$ cat src/rtl/pwm_reg_bank_if.sv
// Request/response register-port bundle between a bus master and pwm_reg_bank.
// Signal names keep the block's original port names.
interface pwm_reg_bank_if #(
  parameter int unsigned ADDR_W = 8
);
  logic              req_valid_i;
  logic              req_ready_o;
  logic              req_we_i;
  logic [ADDR_W-1:0] req_addr_i;
  logic [31:0]       req_wdata_i;
  logic [3:0]        req_wstrb_i;
  logic              resp_valid_o;
  logic              resp_ready_i;
  logic [31:0]       resp_rdata_o;
  logic              resp_err_o;

  modport master (
    output req_valid_i, req_we_i, req_addr_i, req_wdata_i, req_wstrb_i, resp_ready_i,
    input  req_ready_o, resp_valid_o, resp_rdata_o, resp_err_o
  );

  modport slave (
    input  req_valid_i, req_we_i, req_addr_i, req_wdata_i, req_wstrb_i, resp_ready_i,
    output req_ready_o, resp_valid_o, resp_rdata_o, resp_err_o
  );
endinterface

$ cat src/rtl/pwm_reg_bank.sv
// Shadow/active configuration registers for NUM_CH PWM channels. Shadows are written
// over a one-outstanding request/response port; a CTRL write commits shadows to active.
module pwm_reg_bank #(
  parameter int unsigned NUM_CH = 2,
  parameter int unsigned ADDR_W = 8
) (
  input  logic                  clk_i,
  input  logic                  rst_i,
  pwm_reg_bank_if.slave         bus,
  output logic [2*NUM_CH-1:0]   pwm_mode_o,
  output logic [32*NUM_CH-1:0]  pwm_period_o,
  output logic [32*NUM_CH-1:0]  pwm_threshold1_o,
  output logic [32*NUM_CH-1:0]  pwm_threshold2_o,
  output logic [12*NUM_CH-1:0]  pwm_step_o
);

  typedef enum logic {S_IDLE, S_RESP} state_e;
  typedef enum logic [2:0] {F_MODE, F_PERIOD, F_THR1, F_THR2, F_STEP, F_CTRL, F_STATUS, F_NONE} field_e;

  state_e state_q, state_d;

  logic [1:0]  sh_mode [NUM_CH];
  logic [31:0] sh_period [NUM_CH];
  logic [31:0] sh_thr1 [NUM_CH];
  logic [31:0] sh_thr2 [NUM_CH];
  logic [11:0] sh_step [NUM_CH];
  logic [1:0]  ac_mode [NUM_CH];
  logic [31:0] ac_period [NUM_CH];
  logic [31:0] ac_thr1 [NUM_CH];
  logic [31:0] ac_thr2 [NUM_CH];
  logic [11:0] ac_step [NUM_CH];
  logic [NUM_CH-1:0] pending_q;

  logic [31:0] rdata_q;
  logic        err_q;

  field_e            fld;
  logic [NUM_CH-1:0] sel;
  logic [ADDR_W-1:0] ch_full;
  logic [31:0]       old_val, merged, ctrl_bits, rd_data;
  logic              err_c, strobe_any, acc, shadow_we;
  logic [NUM_CH-1:0] commit;

  function automatic logic [31:0] merge(input logic [31:0] old, input logic [31:0] nw,
                                        input logic [3:0] strb);
    logic [31:0] r;
    for (int unsigned b = 0; b < 4; b++) r[8*b +: 8] = strb[b] ? nw[8*b +: 8] : old[8*b +: 8];
    return r;
  endfunction

  // Handshake FSM
  always_ff @(posedge clk_i or negedge rst_i) begin
    if (!rst_i) state_q <= S_IDLE;
    else        state_q <= state_d;
  end

  always_comb begin
    state_d = state_q;
    case (state_q)
      S_IDLE: if (bus.req_valid_i) state_d = S_RESP;
      S_RESP: if (bus.resp_ready_i) state_d = S_IDLE;
      default: state_d = S_IDLE;
    endcase
  end

  always_comb begin
    bus.req_ready_o  = (state_q == S_IDLE);
    bus.resp_valid_o = (state_q == S_RESP);
    bus.resp_rdata_o = rdata_q;
    bus.resp_err_o   = err_q;
  end

  assign acc = bus.req_valid_i && bus.req_ready_o;

  // Address decode; misaligned addresses never match a field, so they fall into F_NONE.
  always_comb begin
    fld     = F_NONE;
    sel     = '0;
    ch_full = bus.req_addr_i >> 5;
    if (bus.req_addr_i == ADDR_W'(8'h80))      fld = F_CTRL;
    else if (bus.req_addr_i == ADDR_W'(8'h84)) fld = F_STATUS;
    else if (ch_full < ADDR_W'(NUM_CH)) begin
      case (bus.req_addr_i[4:0])
        5'h00:   fld = F_MODE;
        5'h04:   fld = F_PERIOD;
        5'h08:   fld = F_THR1;
        5'h0C:   fld = F_THR2;
        5'h10:   fld = F_STEP;
        default: fld = F_NONE;
      endcase
      for (int unsigned c = 0; c < NUM_CH; c++) sel[c] = (ch_full == ADDR_W'(c));
    end
  end

  always_comb begin
    old_val = '0;
    for (int unsigned c = 0; c < NUM_CH; c++) begin
      if (sel[c]) begin
        case (fld)
          F_MODE:   old_val = {30'b0, sh_mode[c]};
          F_PERIOD: old_val = sh_period[c];
          F_THR1:   old_val = sh_thr1[c];
          F_THR2:   old_val = sh_thr2[c];
          F_STEP:   old_val = {20'b0, sh_step[c]};
          default:  old_val = '0;
        endcase
      end
    end
    strobe_any = |bus.req_wstrb_i;
    merged     = merge(old_val, bus.req_wdata_i, bus.req_wstrb_i);
    ctrl_bits  = merge('0, bus.req_wdata_i, bus.req_wstrb_i);

    err_c = 1'b0;
    if (fld == F_NONE) err_c = 1'b1;
    else if (bus.req_we_i) begin
      if (fld == F_STATUS)                                      err_c = 1'b1;
      else if (fld == F_PERIOD && strobe_any && merged == '0)   err_c = 1'b1;
      else if (fld == F_CTRL && (ctrl_bits >> NUM_CH) != '0)    err_c = 1'b1;
    end

    rd_data = '0;
    if (!bus.req_we_i && !err_c) begin
      case (fld)
        F_STATUS: rd_data = 32'(pending_q);
        F_CTRL:   rd_data = '0;
        default:  rd_data = old_val;
      endcase
    end

    shadow_we = acc && bus.req_we_i && !err_c && strobe_any &&
                (fld != F_CTRL) && (fld != F_STATUS);
    commit    = (acc && bus.req_we_i && !err_c && fld == F_CTRL) ? ctrl_bits[NUM_CH-1:0] : '0;
  end

  always_ff @(posedge clk_i or negedge rst_i) begin
    if (!rst_i) begin
      pending_q <= '0;
      for (int unsigned c = 0; c < NUM_CH; c++) begin
        sh_mode[c] <= '0; sh_period[c] <= '0; sh_thr1[c] <= '0; sh_thr2[c] <= '0; sh_step[c] <= '0;
        ac_mode[c] <= '0; ac_period[c] <= '0; ac_thr1[c] <= '0; ac_thr2[c] <= '0; ac_step[c] <= '0;
      end
    end else begin
      for (int unsigned c = 0; c < NUM_CH; c++) begin
        if (shadow_we && sel[c]) begin
          case (fld)
            F_MODE:   sh_mode[c]   <= merged[1:0];
            F_PERIOD: sh_period[c] <= merged;
            F_THR1:   sh_thr1[c]   <= merged;
            F_THR2:   sh_thr2[c]   <= merged;
            F_STEP:   sh_step[c]   <= merged[11:0];
            default:  ;
          endcase
          pending_q[c] <= 1'b1;
        end
        if (commit[c]) begin
          ac_mode[c]   <= sh_mode[c];
          ac_period[c] <= sh_period[c];
          ac_thr1[c]   <= sh_thr1[c];
          ac_thr2[c]   <= sh_thr2[c];
          ac_step[c]   <= sh_step[c];
          pending_q[c] <= 1'b0;
        end
      end
    end
  end

  always_ff @(posedge clk_i or negedge rst_i) begin
    if (!rst_i) begin
      rdata_q <= '0;
      err_q   <= 1'b0;
    end else if (acc) begin
      rdata_q <= rd_data;
      err_q   <= err_c;
    end else if (state_q == S_RESP && bus.resp_ready_i) begin
      rdata_q <= '0;
      err_q   <= 1'b0;
    end
  end

  always_comb begin
    for (int unsigned c = 0; c < NUM_CH; c++) begin
      pwm_mode_o[2*c +: 2]         = ac_mode[c];
      pwm_period_o[32*c +: 32]     = ac_period[c];
      pwm_threshold1_o[32*c +: 32] = ac_thr1[c];
      pwm_threshold2_o[32*c +: 32] = ac_thr2[c];
      pwm_step_o[12*c +: 12]       = ac_step[c];
    end
  end

endmodule

$ cat src/flat_wrapper.sv
// flat-port wrapper written by rule: the top's interface ports become plain ports
module pwm_reg_bank_flat 
#(
  parameter int unsigned NUM_CH = 2,
  parameter int unsigned ADDR_W = 8
)
  (clk_i, rst_i, pwm_mode_o, pwm_period_o, pwm_threshold1_o, pwm_threshold2_o, pwm_step_o, bus_req_valid_i, bus_req_we_i, bus_req_addr_i, bus_req_wdata_i, bus_req_wstrb_i, bus_resp_ready_i, bus_req_ready_o, bus_resp_valid_o, bus_resp_rdata_o, bus_resp_err_o);
  pwm_reg_bank_if #(.ADDR_W(ADDR_W)) bus_i ();
  input  logic clk_i;
  input  logic rst_i;
  output logic [2*NUM_CH-1:0] pwm_mode_o;
  output logic [32*NUM_CH-1:0] pwm_period_o;
  output logic [32*NUM_CH-1:0] pwm_threshold1_o;
  output logic [32*NUM_CH-1:0] pwm_threshold2_o;
  output logic [12*NUM_CH-1:0] pwm_step_o;
  input wire logic [$bits(bus_i.req_valid_i)-1:0] bus_req_valid_i;
  input wire logic [$bits(bus_i.req_we_i)-1:0] bus_req_we_i;
  input wire logic [$bits(bus_i.req_addr_i)-1:0] bus_req_addr_i;
  input wire logic [$bits(bus_i.req_wdata_i)-1:0] bus_req_wdata_i;
  input wire logic [$bits(bus_i.req_wstrb_i)-1:0] bus_req_wstrb_i;
  input wire logic [$bits(bus_i.resp_ready_i)-1:0] bus_resp_ready_i;
  output wire logic [$bits(bus_i.req_ready_o)-1:0] bus_req_ready_o;
  output wire logic [$bits(bus_i.resp_valid_o)-1:0] bus_resp_valid_o;
  output wire logic [$bits(bus_i.resp_rdata_o)-1:0] bus_resp_rdata_o;
  output wire logic [$bits(bus_i.resp_err_o)-1:0] bus_resp_err_o;
  assign bus_i.req_valid_i = bus_req_valid_i;
  assign bus_i.req_we_i = bus_req_we_i;
  assign bus_i.req_addr_i = bus_req_addr_i;
  assign bus_i.req_wdata_i = bus_req_wdata_i;
  assign bus_i.req_wstrb_i = bus_req_wstrb_i;
  assign bus_i.resp_ready_i = bus_resp_ready_i;
  assign bus_req_ready_o = bus_i.req_ready_o;
  assign bus_resp_valid_o = bus_i.resp_valid_o;
  assign bus_resp_rdata_o = bus_i.resp_rdata_o;
  assign bus_resp_err_o = bus_i.resp_err_o;
  pwm_reg_bank #(.NUM_CH(NUM_CH), .ADDR_W(ADDR_W)) u_core (.clk_i(clk_i), .rst_i(rst_i), .bus(bus_i), .pwm_mode_o(pwm_mode_o), .pwm_period_o(pwm_period_o), .pwm_threshold1_o(pwm_threshold1_o), .pwm_threshold2_o(pwm_threshold2_o), .pwm_step_o(pwm_step_o));
endmodule
$ cat config.mk
export PLATFORM = sky130hd
export DESIGN_NAME = pwm_reg_bank_flat
export DESIGN_NICKNAME = d
export VERILOG_FILES = /design/src/rtl/pwm_reg_bank_if.sv /design/src/rtl/pwm_reg_bank.sv /design/src/flat_wrapper.sv
export SDC_FILE = /design/constraint.sdc
export NUM_CORES = 1
export LEC_CHECK = 0
export ABC_CLOCK_PERIOD_IN_PS = 4550
export CELL_PAD_IN_SITES_DETAIL_PLACEMENT = 1
export CELL_PAD_IN_SITES_GLOBAL_PLACEMENT = 1
export CORE_ASPECT_RATIO = 1.1
export CORE_UTILIZATION = 46
export CTS_CLUSTER_DIAMETER = 60
export DETAILED_ROUTE_END_ITERATION = 12
export HOLD_SLACK_MARGIN = 0.06
export PLACE_DENSITY = 0.85
export SETUP_SLACK_MARGIN = 0.5
export SKIP_LAST_GASP = 1
export SLEW_MARGIN = 20
export SYNTH_ARGS = -nofsm -noshare
export SYNTH_HDL_FRONTEND = slang
export SYNTH_SLANG_ARGS = --single-unit
$ cat constraint.sdc
create_clock -name clk_i -period 4.55 [get_ports clk_i]
set_clock_uncertainty 0.15 [all_clocks]
set_input_delay 1.365 -clock clk_i [delete_from_list [all_inputs] [get_ports clk_i]]
set_output_delay 1.365 -clock clk_i [all_outputs]
set_load 0.02 [all_outputs]
# Word level (Yosys, flattened, before mapping)
# Cells that the tools add are included.
[totals] ff_bits=476 input_bits=49 out_inout_bits=255 word_cells=116
[classes] magnitude_cmp=1 eq_ne=16 muxes=38 n_bitwise=1 reduce_logical=35
[op_table] operator="one-hot mux 32 bit (5 select lines)" count=2
[op_table] operator="two-way mux 32 bit" count=5
[op_table] operator="two-way mux 8 bit" count=8
[op_table] operator="one-hot mux 32 bit (2 select lines)" count=1
[op_table] operator="logical NOT 32 bit" count=1
[op_table] operator="nonzero test 32 bit" count=1
[op_table] operator="AND reduction 2 bit" count=10
[op_table] operator="equality test 8 bit (second input constant)" count=2
[op_table] operator="one-hot mux 3 bit (5 select lines)" count=1
[op_table] operator="logical AND 1 bit" count=14
[op_table] operator="two-way mux 1 bit" count=13
[op_table] operator="equality test 3 bit (second input constant)" count=4
[op_table] operator="equality test 5 x 4 -> 1 bit (second input constant)" count=2
[op_table] operator="two-way mux 3 bit" count=3
[op_table] operator="logical NOT 8 bit" count=1
[op_table] operator="two-way mux 2 bit" count=4
[op_table] operator="equality test 3 x 1 -> 1 bit (second input constant)" count=2
[op_table] operator="equality test 3 x 2 -> 1 bit (second input constant)" count=2
[op_table] operator="inequality test 3 bit (second input constant)" count=2
[op_table] operator="nonzero test 2 bit" count=3
[op_table] operator="equality test 5 x 3 -> 1 bit (second input constant)" count=1
[op_table] operator="equality test 5 bit (second input constant)" count=1
[op_table] operator="logical NOT 5 bit" count=1
[op_table] operator="OR reduction 4 bit" count=1
[op_table] operator="5 further kinds" count=6

# Longest topological paths before layout
[depth] depth_word=24 depth_mapped=15 ltp_nobuf=9

# Least setup slack after synthesis
# No wires, ideal clock.
[synth_path] path_kind="input -> register" startpoint="in bus_req_addr_i[6]" endpoint="reg u_core.sh_period[17] (netlist bit)" setup_time_ns=0.125 t_arrival_ns=4.256 t_required_ns=4.275 setup_slack_ns=0.019 cell_stages=13 n_path_buf=4 path_cell_list="buf_4 nor4_2 and3_1 buf_2 buf_2 mux2i_1 o21ai_0 a32oi_1 nand4_1 nor4_4 a21oi_2 buf_6 mux2_4"
[synth_via] elab_chain_len=22 word_cells_on_any_way=45 cone_classes="order compare (1); eq/ne (12); mux (19); reduce/logical (13)"
[synth_lines] item="start, declared" line="flat_wrapper.sv:18" rtl="input wire logic [$bits(bus_i.req_addr_i)-1:0] bus_req_addr_i;"
[synth_lines] item="< comparator 3 x 2 -> 1 bit" line="pwm_reg_bank.sv:82" rtl="else if (ch_full < ADDR_W'(NUM_CH)) begin"
[synth_lines] item="two-way mux 3 bit" line="pwm_reg_bank.sv:82"
[synth_lines] item="two-way mux 3 bit" line="pwm_reg_bank.sv:81" rtl="else if (bus.req_addr_i == ADDR_W'(8'h84)) fld = F_STATUS;"
[synth_lines] item="two-way mux 3 bit" line="pwm_reg_bank.sv:80" rtl="if (bus.req_addr_i == ADDR_W'(8'h80)) fld = F_CTRL;"
[synth_lines] item="equality test 3 bit, or another cell as far along" line="pwm_reg_bank.sv:99" rtl="case (fld)"
[synth_lines] item="one-hot mux 32 bit (5 select lines)" line="pwm_reg_bank.sv:99"
[synth_lines] item="two-way mux 32 bit (2 in series)" line="pwm_reg_bank.sv:98" rtl="if (sel[c]) begin"
[synth_lines] item="two-way mux 8 bit" line="pwm_reg_bank.sv:47" rtl="for (int unsigned b = 0; b < 4; b++) r[8*b +: 8] = strb[b] ? nw[8*b +: 8] : old[8*b +: 8];"
[synth_lines] item="[... 3 more ...]"
[synth_lines] item="two-way mux 1 bit" line="pwm_reg_bank.sv:116" rtl="if (fld == F_STATUS) err_c = 1'b1;"
[synth_lines] item="two-way mux 1 bit" line="pwm_reg_bank.sv:115" rtl="else if (bus.req_we_i) begin"
[synth_lines] item="two-way mux 1 bit" line="pwm_reg_bank.sv:114" rtl="if (fld == F_NONE) err_c = 1'b1;"
[synth_lines] item="logical NOT 1 bit" line="pwm_reg_bank.sv:130" rtl="shadow_we = acc && bus.req_we_i && !err_c && strobe_any &&"
[synth_lines] item="logical AND 1 bit (3 in series)" line="pwm_reg_bank.sv:130"
[synth_lines] item="logical AND 1 bit" line="pwm_reg_bank.sv:131" rtl="(fld != F_CTRL) && (fld != F_STATUS);"
[synth_lines] item="logical AND 1 bit" line="pwm_reg_bank.sv:144" rtl="if (shadow_we && sel[c]) begin"
[synth_lines] item="AND reduction 2 bit (no line)"
[synth_lines] item="end signal, assigned by index" line="pwm_reg_bank.sv:147" rtl="F_PERIOD: sh_period[c] <= merged;"
[synth_lines] item="end, declared" line="pwm_reg_bank.sv:23" rtl="logic [31:0] sh_period [NUM_CH];"
# Parallel ways exist; a longest one is shown, timed or not.
# A chain may end at the register's enable or synchronous reset.

# Final worst setup path
[layout_path] startpoint="in bus_req_addr_i[7]" endpoint="reg u_core.sh_period[15] (netlist bit)"
# Same word-level chain as after synthesis.

==> results_dict.tcl <==
set metrics [dict create \
    clockBufferDepth 3 \
    drtPass1Iterations 6 \
    clkTransAtPathRegs_ns 0.07 \
    max_stage_delay_ns 0.57 \
    holdCritStartpoint "u_core.pwm_period_o[54]" \
    cts.hold.buffers_added 0 \
    ys_types 76 \
    setup.worst_path.end_class "register" \
    worst_path_max_delay_cell "sky130_fd_sc_hd__nor3_1" \
    netlist_instances 1820 \
    place_congestion 0.977 \
    final_net_count 2409 \
    drt_iter0_markers 1768 \
    die_h_um 223 \
    power.leakage_nw 13.1 \
    cts_buffers 49 \
    number_of_synthesized_flops_with_an_enable_pin 0 \
    warning_count_from_the_yosys_run 0 \
    grt_pass1_wl_um 134000 \
    pwr_density_cell_nw_per_um2 309 \
    p_clk_share_pct 44.6 \
    synth-async-reset-ratio_pct 100 \
    hp-class "register to register" \
    crit_path_start_kind "input port" \
    r2r_slack_ns 1.24 \
    max_freq_ghz 0.233 \
    grt_overflow 0 \
    post_synth.cell_area_avg_um2 11.2 \
    top_level_ports 304 \
    flow.area_growth_from_synthesis_pct 39.5 \
    ctsHtreeMaxLevel 2 \
    peakVddDrop_v 0.000268 \
    p_seq_share_pct 48.4 \
    die_x_um 203 \
    detail_route.drc_violations 0 \
    clock_latency_ns 0.61 \
    dp.cells 2842 \
    internal-power_w 0.00663 \
    stdcell_count 2965 \
    grt_setup_unrepaired "true" \
    wire_length_per_cell_um 31.0 \
    place_hpwl_um 63600 \
    period_minus_slack_ns 4.30 \
    ys.flop_type "sky130_fd_sc_hd__dfrtp_1" \
    most_numerous_cell_on_the_critical_path "sky130_fd_sc_hd__buf_4" \
    critical_path.reg2reg.startpoint "u_core.sh_thr2[46]" \
    port-buffer-count 303 \
    rr_endpoint "u_core.sh_period[15]" \
    number_of_cells_on_the_worst_reg_to_reg_path 10 \
    critPathMaxFanout 8 \
    clock-root-buffer "sky130_fd_sc_hd__clkbuf_16" \
    final_antenna_net_count 0 \
    report.final.setup_viol 0 \
    cts_tree "done" \
    min_delay_path_depth 2 \
    worst_path_dominant_cell_family "buffers and inverters" \
    syn-cell-area_um2 20400 \
    start_util_pct 46.9 \
    switchingPower_w 0.00218 \
    count_of_pins_over_their_slew_limit 0 \
    relSlewSlack_pct 45.1 \
    required_ns 4.92 \
    finalHoldViolations 0 \
    power.switching_fraction_pct 24.7 \
    finalSetupTns_ns 0 \
    number_of_global_route_vias_before_repair 20100 \
    comb_power_share_pct 7.0 \
    max_cap_viol_count 0 \
    post-route-period-util_pct 94.4 \
    grt_start_max_net_pins 95 \
    wl_um 91800 \
    filler_cell_count 4454 \
    overall_die_area_um2 45300 \
    leading_cell_types_in_the_layout_fill_and_taps_excluded "sky130_fd_sc_hd__dfrtp_1, sky130_fd_sc_hd__clkdlybuf4s50_1, sky130_fd_sc_hd__buf_4, sky130_fd_sc_hd__nand2_1, sky130_fd_sc_hd__o21ai_0" \
    synth_fp_nets 1869 \
    worst_hold_slack_ns 0.336 \
    global_routing_usage_summed_across_all_routing_layers_pct 40.3 \
    synth.yosys.seq_area_share_pct 58.3 \
    rows 80 \
    numClockSinks 476 \
    share_of_final_layout_standard_cells_stronger_than_drive_strength_1_pct 27.9 \
    antenna_violations_before_repair 3 \
    worst-slew-pin-transition_ns 0.824 \
    holdPathEnd "u_core.pwm_period_o[54]" \
    via_total_after_detailed_routing 18900 \
    ys_seq_elements 476 \
    worstPathCellList "clkdlybuf4s15_2 -> buf_4 -> nor3_1 -> nand3_1 -> buf_4 -> a21oi_1 -> a221oi_2 -> a32oi_2 -> or3_4 -> nor4_4 -> buf_6 -> a21oi_4 -> buf_12 -> buf_4 -> mux2i_2" \
    core_area_um2 43500 \
    cp_data_arrival_time_ns 4.66 \
    status "finished, final reports clean" \
    path_buf_inv 6 \
    layout_commonest_cell "sky130_fd_sc_hd__dfrtp_1" \
    criticalPathCategory "input port to register" \
    avgViaCountPerCell 6.37 \
]
-- power by group through the flow --
stage	combinational, W	clock (W)	sequential (W)
3_3_place_gp	0.000529	0	0.00434
4_1_cts	0.000572	0.00393	0.00426
6_report	0.000618	0.00392	0.00426
5_1_grt	0.000638	0.00409	0.00426
2_1_floorplan	0.000171	0	0.00434
3_5_place_dp	0.000545	0	0.00434
-- final cells by class --
class,count,area (um2),area share (%)
well taps,574,718,2.52
clock buffers,65,1330,4.65
repair buffers,610,5760,20.2
multi-input cells,1155,8360,29.3
clock inverters,16,161,0.566
flip-flops and latches,476,11900,41.8
inverters,68,255,0.896
diodes,1,2.50,0.00878
-- synth_stat cells, types with 4 or more instances --
cell,n,area [um2]
sky130_fd_sc_hd__o21bai_1,4,30.0
sky130_fd_sc_hd__o21ai_0,216,1080
sky130_fd_sc_hd__nor2_1,57,214
sky130_fd_sc_hd__inv_1,67,251
sky130_fd_sc_hd__and4_1,8,70.1
sky130_fd_sc_hd__clkbuf_1,86,323
sky130_fd_sc_hd__nand3_1,35,175
sky130_fd_sc_hd__o31ai_1,6,45.0
sky130_fd_sc_hd__o31a_1,6,52.6
sky130_fd_sc_hd__nand4_1,17,106
sky130_fd_sc_hd__a31oi_1,9,56.3
sky130_fd_sc_hd__o211a_1,4,40.0
sky130_fd_sc_hd__a22o_1,26,228
sky130_fd_sc_hd__mux2i_1,75,751
sky130_fd_sc_hd__nand2_1,252,946
sky130_fd_sc_hd__a2111oi_0,4,35.0
sky130_fd_sc_hd__nor4_1,10,62.6
sky130_fd_sc_hd__and3_1,17,106
sky130_fd_sc_hd__mux2_2,170,1910
sky130_fd_sc_hd__a21boi_0,4,30.0
sky130_fd_sc_hd__nor3_1,15,75.1
sky130_fd_sc_hd__a32o_1,8,80.1
sky130_fd_sc_hd__a221o_1,7,70.1
sky130_fd_sc_hd__buf_2,18,90.1
sky130_fd_sc_hd__o22ai_1,9,56.3
sky130_fd_sc_hd__nand2b_1,6,37.5
sky130_fd_sc_hd__nor2b_1,5,31.3
sky130_fd_sc_hd__a222oi_1,11,110
sky130_fd_sc_hd__buf_4,6,45.0
sky130_fd_sc_hd__a32oi_1,10,87.6
sky130_fd_sc_hd__dfrtp_1,476,11900
sky130_fd_sc_hd__mux2_4,4,60.1
sky130_fd_sc_hd__a22oi_1,19,143
sky130_fd_sc_hd__a21oi_1,50,250
sky130_fd_sc_hd__and2_1,10,62.6
sky130_fd_sc_hd__nand3b_1,4,30.0
sky130_fd_sc_hd__nand4b_1,4,35.0
sky130_fd_sc_hd__buf_1,7,26.3
sky130_fd_sc_hd__a211oi_1,8,60.1
-- registers in the layout, indices dropped and copies added, names as in the netlist, 4 cells and up --
signal,count
u_core.pwm_threshold2_o,64
u_core.pwm_threshold1_o,64
u_core.bus.resp_rdata_o,32
u_core.sh_step,24
u_core.pwm_step_o,24
u_core.sh_thr1,64
u_core.sh_thr2,64
u_core.sh_period,64
u_core.pwm_mode_o,4
u_core.sh_mode,4
u_core.pwm_period_o,64
-- cell families after synthesis --
| kind of cell | share of synthesized area, % |
|---|---|
| flip-flops | 58.3 |
| buffers and inverters | 3.81 |
| AO/OA/AOI/OAI | 13.8 |
| multiplexers | 13.3 |
| AND/OR/NAND/NOR | 10.7 |
-- stage by stage --
stage | power (W) | util (%) | cell area (um2) | setup slack, ns
after detailed placement | 0.00488 | 60.1 | 26100 | -0.861
after floorplan | 0.00451 | - | 20700 | 0.239
after global routing | 0.00898 | 65.4 | 28500 | 0.255
after CTS | 0.00876 | 64.4 | 28100 | 0.275
final | 0.00880 | 65.4 | 28500 | 0.254
after global placement | 0.00487 | 60.1 | 26100 | -0.790
-- what timing repair did --
item | 4_1_cts | 5_1_grt
pin swaps | 24 | 36
endpoints found under the hold margin | 0 | 0
gates resized for setup | 84 | 65
cloned | 1 | 1
setup endpoints to repair | 92 | 287
buffers inserted | 23 | 16
-- worst max-delay path by stage --
stage,from,end,slack [ns],cells past startpoint
detailed placement,bus_req_addr_i[3],u_core.sh_period[48],-0.86,14
global placement,bus_req_addr_i[3],u_core.sh_period[47],-0.79,14
floorplan,bus_req_addr_i[0],u_core.sh_period[17],0.24,13
finish,bus_req_addr_i[7],u_core.sh_period[15],0.25,15
CTS,bus_req_addr_i[3],u_core.sh_period[10],0.28,15
global route,bus_req_addr_i[3],u_core.sh_period[10],0.26,18
-- layer usage --
metal | part of all wire, % | up-vias | wire [um] | global-route usage (%)
li1 | - | 7560 | - | -
met1 | 37 | 9657 | 33600 | 47.9
met2 | 49 | 1201 | 44900 | 67.4
met3 | 7.2 | 462 | 6650 | 8.31
met4 | 7.2 | 0 | 6630 | 23.9
met5 | 0 | - | 0 | 0
-- worst min-delay path, cell delays in order (launching register included) --
cell	delay (ns)
sky130_fd_sc_hd__dfrtp_1	0.34
sky130_fd_sc_hd__nand2_1	0.05
sky130_fd_sc_hd__o21ai_0	0.06
Power figures use the tool's default switching activity.
